`src/rtl/data_arb_pkg.sv`:
```
// Shared widths, return-tag type and requester ids for the data_ram arbiter.
package data_arb_pkg;

    localparam int DATA_ARB_ADDR_W = 17;
    localparam int DATA_ARB_DATA_W = 24;

    localparam logic [2:0] REQ_CPU    = 3'd0;
    localparam logic [2:0] REQ_DMA    = 3'd1;
    localparam logic [2:0] REQ_LOADER = 3'd2;

    typedef struct packed {
        logic       valid;
        logic [2:0] id;
    } rd_tag_t;

endpackage

```
`src/rtl/rr_priority_picker.sv`:
```
// One-hot grant picker: round-robin starting at ptr, or fixed lowest-index
// priority (no ptr port) when DATA_ARB_FIXED_PRIO_EN is defined.
module rr_priority_picker #(
    parameter int NUM_REQ = 3,
    parameter int PTR_W   = 2
) (
    input  logic [NUM_REQ-1:0] req,
`ifndef DATA_ARB_FIXED_PRIO_EN
    input  logic [PTR_W-1:0]   ptr,
`endif
    output logic [NUM_REQ-1:0] gnt,
    output logic [2:0]         winner
);

`ifdef DATA_ARB_FIXED_PRIO_EN

    always_comb begin
        winner = '0;
        for (int k = NUM_REQ - 1; k >= 0; k--) begin
            if (req[k]) winner = 3'(k);
        end
        gnt = (|req) ? (NUM_REQ'(1) << winner) : '0;
    end

`else

    logic [2*NUM_REQ-1:0] doubled;
    logic [NUM_REQ-1:0]   rotated;
    logic [2:0]           offset;
    logic [3:0]           sum;

    // Rotate so ptr sits at bit 0, take the first set bit, then rotate back.
    always_comb begin
        doubled = {req, req} >> ptr;
        rotated = doubled[NUM_REQ-1:0];
        offset  = '0;
        for (int k = NUM_REQ - 1; k >= 0; k--) begin
            if (rotated[k]) offset = 3'(k);
        end
        sum = 4'(ptr) + 4'(offset);
        if (sum >= 4'(NUM_REQ)) sum = sum - 4'(NUM_REQ);
        winner = sum[2:0];
        gnt    = (|req) ? (NUM_REQ'(1) << winner) : '0;
    end

`endif

endmodule

```
`src/rtl/data_ram_arbiter.sv`:
```
// Shares one data_ram port among NUM_REQ requesters with pipelined read returns.
// Define DATA_ARB_FIXED_PRIO_EN for fixed lowest-index priority instead of round-robin.
module data_ram_arbiter
    import data_arb_pkg::*;
#(
    parameter int NUM_REQ    = 3,
    parameter int ADDR_W     = DATA_ARB_ADDR_W,
    parameter int DATA_W     = DATA_ARB_DATA_W,
    parameter int RD_LATENCY = 1
) (
    input  logic                      clock,
    input  logic                      reset,
    input  logic [NUM_REQ-1:0]        req,
    input  logic [NUM_REQ-1:0]        req_we,
    input  logic [NUM_REQ*ADDR_W-1:0] req_address,
    input  logic [NUM_REQ*DATA_W-1:0] req_write_data,
    output logic [NUM_REQ-1:0]        gnt,
    output logic [NUM_REQ-1:0]        rvalid,
    output logic [DATA_W-1:0]         rdata,
    output logic                      ram_rden,
    output logic                      ram_wren,
    output logic [ADDR_W-1:0]         ram_address,
    output logic [DATA_W-1:0]         ram_write_data,
    input  logic [DATA_W-1:0]         ram_read_data
);

    localparam int PTR_W = (NUM_REQ > 1) ? $clog2(NUM_REQ) : 1;

    logic [NUM_REQ-1:0]     pick_gnt;
    logic [2:0]             winner;
    logic                   granted;
    logic                   sel_we;
    logic [ADDR_W-1:0]      sel_address;
    logic [DATA_W-1:0]      sel_write_data;
    rd_tag_t [RD_LATENCY:0] tag_pipe;
    rd_tag_t                tag_out;

`ifdef DATA_ARB_FIXED_PRIO_EN

    rr_priority_picker #(.NUM_REQ(NUM_REQ), .PTR_W(PTR_W)) u_picker (
        .req    (req),
        .gnt    (pick_gnt),
        .winner (winner)
    );

`else

    logic [PTR_W-1:0] ptr;

    rr_priority_picker #(.NUM_REQ(NUM_REQ), .PTR_W(PTR_W)) u_picker (
        .req    (req),
        .ptr    (ptr),
        .gnt    (pick_gnt),
        .winner (winner)
    );

    // The requester after the last winner gets first look next time.
    always_ff @(posedge clock or posedge reset) begin
        if (reset) begin
            ptr <= '0;
        end else if (granted) begin
            ptr <= (winner == 3'(NUM_REQ - 1)) ? '0 : PTR_W'(winner + 3'd1);
        end
    end

`endif

    always_comb begin
        gnt            = reset ? '0 : pick_gnt;
        granted        = |gnt;
        sel_we         = 1'b0;
        sel_address    = '0;
        sel_write_data = '0;
        for (int i = 0; i < NUM_REQ; i++) begin
            if (gnt[i]) begin
                sel_we         = req_we[i];
                sel_address    = req_address[i*ADDR_W +: ADDR_W];
                sel_write_data = req_write_data[i*DATA_W +: DATA_W];
            end
        end
    end

    // Address and data hold between grants; only the enables drop.
    always_ff @(posedge clock or posedge reset) begin
        if (reset) begin
            ram_rden       <= 1'b0;
            ram_wren       <= 1'b0;
            ram_address    <= '0;
            ram_write_data <= '0;
        end else if (granted) begin
            ram_rden       <= ~sel_we;
            ram_wren       <= sel_we;
            ram_address    <= sel_address;
            ram_write_data <= sel_write_data;
        end else begin
            ram_rden       <= 1'b0;
            ram_wren       <= 1'b0;
        end
    end

    always_ff @(posedge clock or posedge reset) begin
        if (reset) begin
            tag_pipe <= '0;
        end else begin
            tag_pipe[0] <= rd_tag_t'{valid: granted & ~sel_we, id: winner};
            for (int s = 1; s <= RD_LATENCY; s++) begin
                tag_pipe[s] <= tag_pipe[s-1];
            end
        end
    end

    always_comb begin
        tag_out = tag_pipe[RD_LATENCY];
        rvalid  = tag_out.valid ? (NUM_REQ'(1) << tag_out.id) : '0;
    end

    assign rdata = ram_read_data;

endmodule

```
`config.mk`:
```
export PLATFORM = sky130hd
export DESIGN_NAME = data_ram_arbiter
export DESIGN_NICKNAME = d
export VERILOG_FILES = /design/src/rtl/data_arb_pkg.sv /design/src/rtl/rr_priority_picker.sv /design/src/rtl/data_ram_arbiter.sv
export SDC_FILE = /design/constraint.sdc
export NUM_CORES = 1
export LEC_CHECK = 0
export CAP_MARGIN = 20
export CORE_ASPECT_RATIO = 0.5
export CORE_UTILIZATION = 55
export CTS_CLUSTER_DIAMETER = 100
export DETAILED_ROUTE_END_ITERATION = 8
export DONT_BUFFER_PORTS = 1
export PLACE_DENSITY = 0.7
export SKIP_LAST_GASP = 1
export SYNTH_ARGS = -nofsm -noshare
export SYNTH_HDL_FRONTEND = slang
export SYNTH_SLANG_ARGS = --single-unit
```
`constraint.sdc`:
```
create_clock -name clock -period 6.9 [get_ports clock]
set_input_delay 0.345 -clock clock [delete_from_list [all_inputs] [get_ports clock]]
set_output_delay 0.345 -clock clock [all_outputs]
set_load 0.02 [all_outputs]
```
**After elaboration in Yosys (flattened, before gate mapping)**

Index checks and enable logic that the tools add are counted.

- Output and inout bits: 73
- Input port bits: 155
- Logic and storage cells: 40
- Flip-flop bits (word level): 53

- Mux-type cells: 19
- Bitwise logic cells: 2
- Order comparisons: 1
- Eq/ne operators: 1
- Shift-type cells: 3
- Reductions and logical operators: 2
- Add/sub/neg operators: 3

Operators with widths:

| operator | count |
|---|---|
| 24-bit 2-to-1 mux | 3 |
| 17-bit 2-to-1 mux | 3 |
| 3-bit 2-to-1 mux | 4 |
| 2-bit 2-to-1 mux | 4 |
| 3-bit OR reduction | 2 |
| 1-bit by 3-bit << shifter with 3-bit output (first input constant) | 2 |
| 6-bit by 2-bit >> shifter with 3-bit output | 1 |
| 1-bit 2-to-1 mux | 5 |
| 4-bit by 2-bit >= comparator with 1-bit output (second input constant) | 1 |
| 2-bit by 2-bit adder with 3-bit output | 1 |
| 3-bit by 2-bit == test with 1-bit output (second input constant) | 1 |
| 3-bit by 2-bit subtractor with 3-bit output (second input constant) | 1 |
| 2-bit by 1-bit adder with 2-bit output (second input constant) | 1 |
| 1-bit AND | 1 |
| 1-bit inverter | 1 |

**Longest topological paths before layout**

- Depth in word-level cells: 15
- Mapped depth: 15

**Hierarchy**

Synthesis repeated with hierarchy kept, for this count alone.

- Cell total of the unflattened synthesis: 408
- Area, all modules: 3428.3 µm²

By module, submodules not included:

| module | cells an instance | sequential area each (µm²) | area each (µm²) | instances |
|---|---|---|---|---|
| data_ram_arbiter | 380 | 1301.2 | 3218.1 | 1 |
| rr_priority_picker | 28 | 0.0 | 210.2 | 1 |

**Worst setup path before layout**

OpenSTA, ideal clock, no wires.

- Kind: register to output
- Start point: reg ptr[0]
- End point: out gnt[0]
- Path slack: 3363 ps
- Path buffers: 2
- Data required time: 6555 ps
- Cell stages (with the launch flop): 16
- Data arrival time: 3192 ps
- Cell sequence: dfrtp_1 > nor2b_1 > or3_1 > a21oi_1 > a31o_1 > ha_1 > inv_1 > fa_1 > inv_1 > ha_1 > nor2b_1 > nor3_2 > nand2b_1 > buf_2 > buf_6 > nor2_1

- Word-level cells in the longest chain between the ends: 10

Ends and longest elaborated chain:

| item | line | text |
|---|---|---|
| start, declared | data_ram_arbiter.sv:48 | `logic [PTR_W-1:0] ptr;` |
| start signal, assigned | data_ram_arbiter.sv:62 | `ptr <= (winner == 3'(NUM_REQ - 1)) ? '0 : PTR_W'(winner + 3'd1);` |
| 6-bit by 2-bit >> shifter with 3-bit output | rr_priority_picker.sv:34 | `doubled = {req, req} >> ptr;` |
| 2-bit 2-to-1 mux (3 in series) | rr_priority_picker.sv:38 | `if (rotated[k]) offset = 3'(k);` |
| 2-bit by 2-bit adder with 3-bit output * | rr_priority_picker.sv:40 | `sum = 4'(ptr) + 4'(offset);` |
| 4-bit by 2-bit >= comparator with 1-bit output or 3-bit by 2-bit subtractor with 3-bit output (tied branches) | rr_priority_picker.sv:41 | `if (sum >= 4'(NUM_REQ)) sum = sum - 4'(NUM_REQ);` |
| 3-bit 2-to-1 mux * | rr_priority_picker.sv:41 |  |
| net u_picker.sum[2] | rr_priority_picker.sv:30 | `logic [3:0] sum;` |
| 1-bit by 3-bit << shifter with 3-bit output * | rr_priority_picker.sv:43 | `gnt = (\|req) ? (NUM_REQ'(1) << winner) : '0;` |
| 3-bit 2-to-1 mux * | rr_priority_picker.sv:43 |  |
| 3-bit 2-to-1 mux * | data_ram_arbiter.sv:69 | `gnt = reset ? '0 : pick_gnt;` |
| end, declared | data_ram_arbiter.sv:17 | `output logic [NUM_REQ-1:0] gnt,` |

The timed path passes the listed nets; every way through them passes the cells marked *.

**Final worst setup path**

- Start point: reg ptr[0]
- End point: out gnt[0]

- Word-level cells in the longest chain between the ends: 10

Ends and longest elaborated chain:

| item | line |
|---|---|
| 6-bit by 2-bit >> shifter with 3-bit output | rr_priority_picker.sv:34 |
| 2-bit 2-to-1 mux (3 in series) | rr_priority_picker.sv:38 |
| 2-bit by 2-bit adder with 3-bit output * | rr_priority_picker.sv:40 |
| 4-bit by 2-bit >= comparator with 1-bit output | rr_priority_picker.sv:41 |
| 3-bit 2-to-1 mux * | rr_priority_picker.sv:41 |
| net u_picker.sum[0] | rr_priority_picker.sv:30 |
| 1-bit by 3-bit << shifter with 3-bit output * | rr_priority_picker.sv:43 |
| 3-bit 2-to-1 mux * | rr_priority_picker.sv:43 |
| 3-bit 2-to-1 mux * | data_ram_arbiter.sv:69 |

Marked as above.

==> impl_metrics.csv <==
group,metric,value,unit
sta,max_freq,0.216,GHz
sta,finalHoldViolCount,23,
power,p_switching,1.15,mW
cts,cts_hold_buf,0,
worst_setup_path,cp.arrival,4280,ps
grt,grt_max_degree,53,
routing,top_layer_used,"met4",
power,vdd_drop_max,0.399,mV
synthesis,synthCells,314,
power,power_frac_seq,30.0,%
cts,cts_buffer_depth,2,
worst_setup_path,reg2reg_slack,2860,ps
power,powerDensity,702,mW/mm^2
power,power.leakage,1.41,nW
status,violations,"DRC, hold timing",
placement,placed_area,0.00312,sq mm
routing,vias,2392,
floorplan,io_pins,228,
sta,slew_violations,0,
sta,period_share,67.0,%
synthesis,yosys.area.top_type,"dfrtp_1",
worst_setup_path,end_kind,"primary output",
synthesis,yosysSeqAreaShare,39.2,%
synthesis,syn_avg_cell_area,10.6,sq um
synthesis,yosysWarnings,0,
final_layout,final_nets,434,
cts,cts_buffers,5,
routing,met1_length,3000,microns
routing,initialDrtViolationCount,102,
synthesis,syn-num-nets,472,
synthesis,postSynth.asyncResetShare,100,%
final_layout,final_cell_mix,"dfrtp_1 (52), mux2i_1 (43), nand3_1 (41)",
final_layout,num_antenna_cells,0,
sta,rsz0062_at_grt,"false",
worst_setup_path,critical_path.max_fanout,25,
sta,setup_viol,0,
routing,wl_met2,4030,microns
routing,drcViolationCount,10,
cts,cts_tree,"yes",
cts,insertion_delay,290,ps
floorplan,start_util,58.7,%
placement,place_congestion,0.839,
synthesis,synth_flop_cell,"dfrtp_1",
final_layout,final_common_cell,"dfrtp_1",
floorplan,die_h,56.9,microns
final_layout,drive_gt1_share,21.0,%
cts,htreeDepth,2,
synthesis,synthTopCellsByArea,"dfrtp_1 (39%), o211ai_2 (14%), mux2i_1 (13%)",
status,outcome,"finished, violations left",
min_path,hold_class,"input pin to async pin",
synthesis,synth_top_area_share,39.2,%
grt,antenna_found_initial,0,
grt,grt_pass1_wl,12500,microns
sta,fin_crit,4620,ps
power,p_int,1.18,mW
routing,viasPerCell,6.85,
worst_setup_path,r2r_start,"ptr[0]",
sta,tightest_slew,1030,ps
placement,port_buffers,0,
cts,clkTransAtPathRegs,60,ps
floorplan,dieArea,0.00637,sq mm
placement,place_hpwl,5750,microns
sta,fin_tns_setup,0,ps
cts,cts.sinks,52,
routing,totalWireLength,8050,microns
power,clockPowerShare,11.0,%
sta,slew_headroom,30.0,%
worst_setup_path,r2r_cells,14,
grt,overflow,0,
grt,gr-usage-all-layers,25.7,%
synthesis,synth_edf_count,0,
grt,grt_pass1_vias,2370,
routing,ant_nets,0,
cts,root_buffer,"clkbuf_16",
sta,finalHoldWorstSlack,-28.0,ps
floorplan,die_w,112,microns
power,swShare,49.5,%
sta,clock_skew,4.80,ps
worst_setup_path,setup.worst_path.class,"flip-flop to primary output",
sta,fin_ws,2280,ps
power,pwr-share-comb,59.0,%
synthesis,ys_seq_elements,52,
cts,postCtsSetupBuffers,0,
routing,drt_pass1_iterations,7,
final_layout,final_util,58.6,%
placement,dp_slack,2580,ps
job,drv_cap,0,
synthesis,synth_cell_type_count,36,
routing,routedWlPerCell,23.1,microns
cts,cts_resized,0,
synthesis,syn_area,0.00332,sq mm
worst_setup_path,regToRegEndpoint,"ram_write_data[12]",
final_layout,area_growth,-0.113,%
floorplan,core_area,0.00566,sq mm
routing,wl_met3,686,microns
final_layout,final_area,0.00332,sq mm
floorplan,rows,19,
worst_setup_path,worstSetupStartpointType,"flip-flop",
worst_setup_path,required,6550,ps
[per-layer routing]
metal,GRT usage [%],up-vias
li1,-,1075
met1,30.4,1184
met2,42.0,93
met3,8.29,40
met4,15.1,0
met5,0,-
[synth_stat cells (2+ instances only)]
library cell / n
buf_6: 7
o21ai_1: 34
o211ai_1: 5
nand2_1: 2
o211ai_2: 36
mux2i_1: 43
ha_1: 2
buf_2: 7
a21oi_1: 2
dfrtp_1: 52
buf_4: 25
nor4bb_1: 2
clkbuf_1: 12
nand3_1: 41
nor2_1: 3
o21ai_0: 12
nand2b_1: 3
inv_1: 4
nor2b_1: 4
or3_1: 2
[power by group through the flow]
stage                     Sequential, mW  Combinational, mW  Clock [mW]
final                              0.699               1.37       0.256
after global routing               0.717               1.49       0.273
after CTS                          0.700               1.36       0.264
after detailed placement           0.705               1.35           0
after global placement             0.701               1.30           0
after floorplan                    0.669               1.24           0
[kinds of logic (layout without fill, tap and decap cells)]
| group | Yosys count | in the layout | share of synthesized area (%) |
|---|---|---|---|
| adders and majority gates | 3 | 3 | 1.36 |
| and+or+nand+nor | 64 | 64 | 11.0 |
| AOI/OAI and AO/OA | 94 | 94 | 23.6 |
| DFF | 52 | 52 | 39.2 |
| muxes | 45 | 45 | 13.8 |
| xor gates and xnor gates | 1 | 1 | 0.264 |
| buffers and inverters | 55 | 17 | 10.9 |
[worst max-delay path by stage]
stage                      start     end  slack (ps)  depth (start not counted)
after floorplan           ptr[0]  gnt[0]        3360                         15
after global placement    ptr[0]  gnt[0]        2780                         14
after detailed placement  ptr[0]  gnt[0]        2580                         14
after CTS                 ptr[0]  gnt[0]        2290                         14
after global routing      ptr[0]  gnt[0]        2010                         14
final                     ptr[0]  gnt[0]        2280                         14
[critical path, stage by stage (launching register included)]
cell	delay, ps
dfrtp_1	420
nor2b_1	170
or3_1	380
a21oi_1	160
a31o_1	120
ha_1	140
inv_1	50
fa_1	520
inv_1	70
ha_1	240
nor2b_4	230
xnor2_1	200
nand2b_2	580
buf_4	490
nor2_1	210
[layout make-up]
type	count	area [sq um]
fillers	476	2340
multi-input cells	207	1690
flip-flops and latches	52	1300
clock buffers	7	153
well taps	73	91.3
repair buffers	6	70.1
inverters	4	15.0
[stage by stage]
stage / instances / power, mW
CTS: 347 / 2.32
floorplan: 314 / 1.91
global route: 349 / 2.48
detailed placement: 340 / 2.06
finish: 349 / 2.33
global placement: 340 / 2.00
[registers in the layout, summed over array words and instances, names as in the netlist]
signal          count
ram_write_data     24
ram_address        17
ram_rden            1
ptr                 2
tag_out             4
ram_wren            1
tag_pipe            3
(Power assumes the default switching activity.)
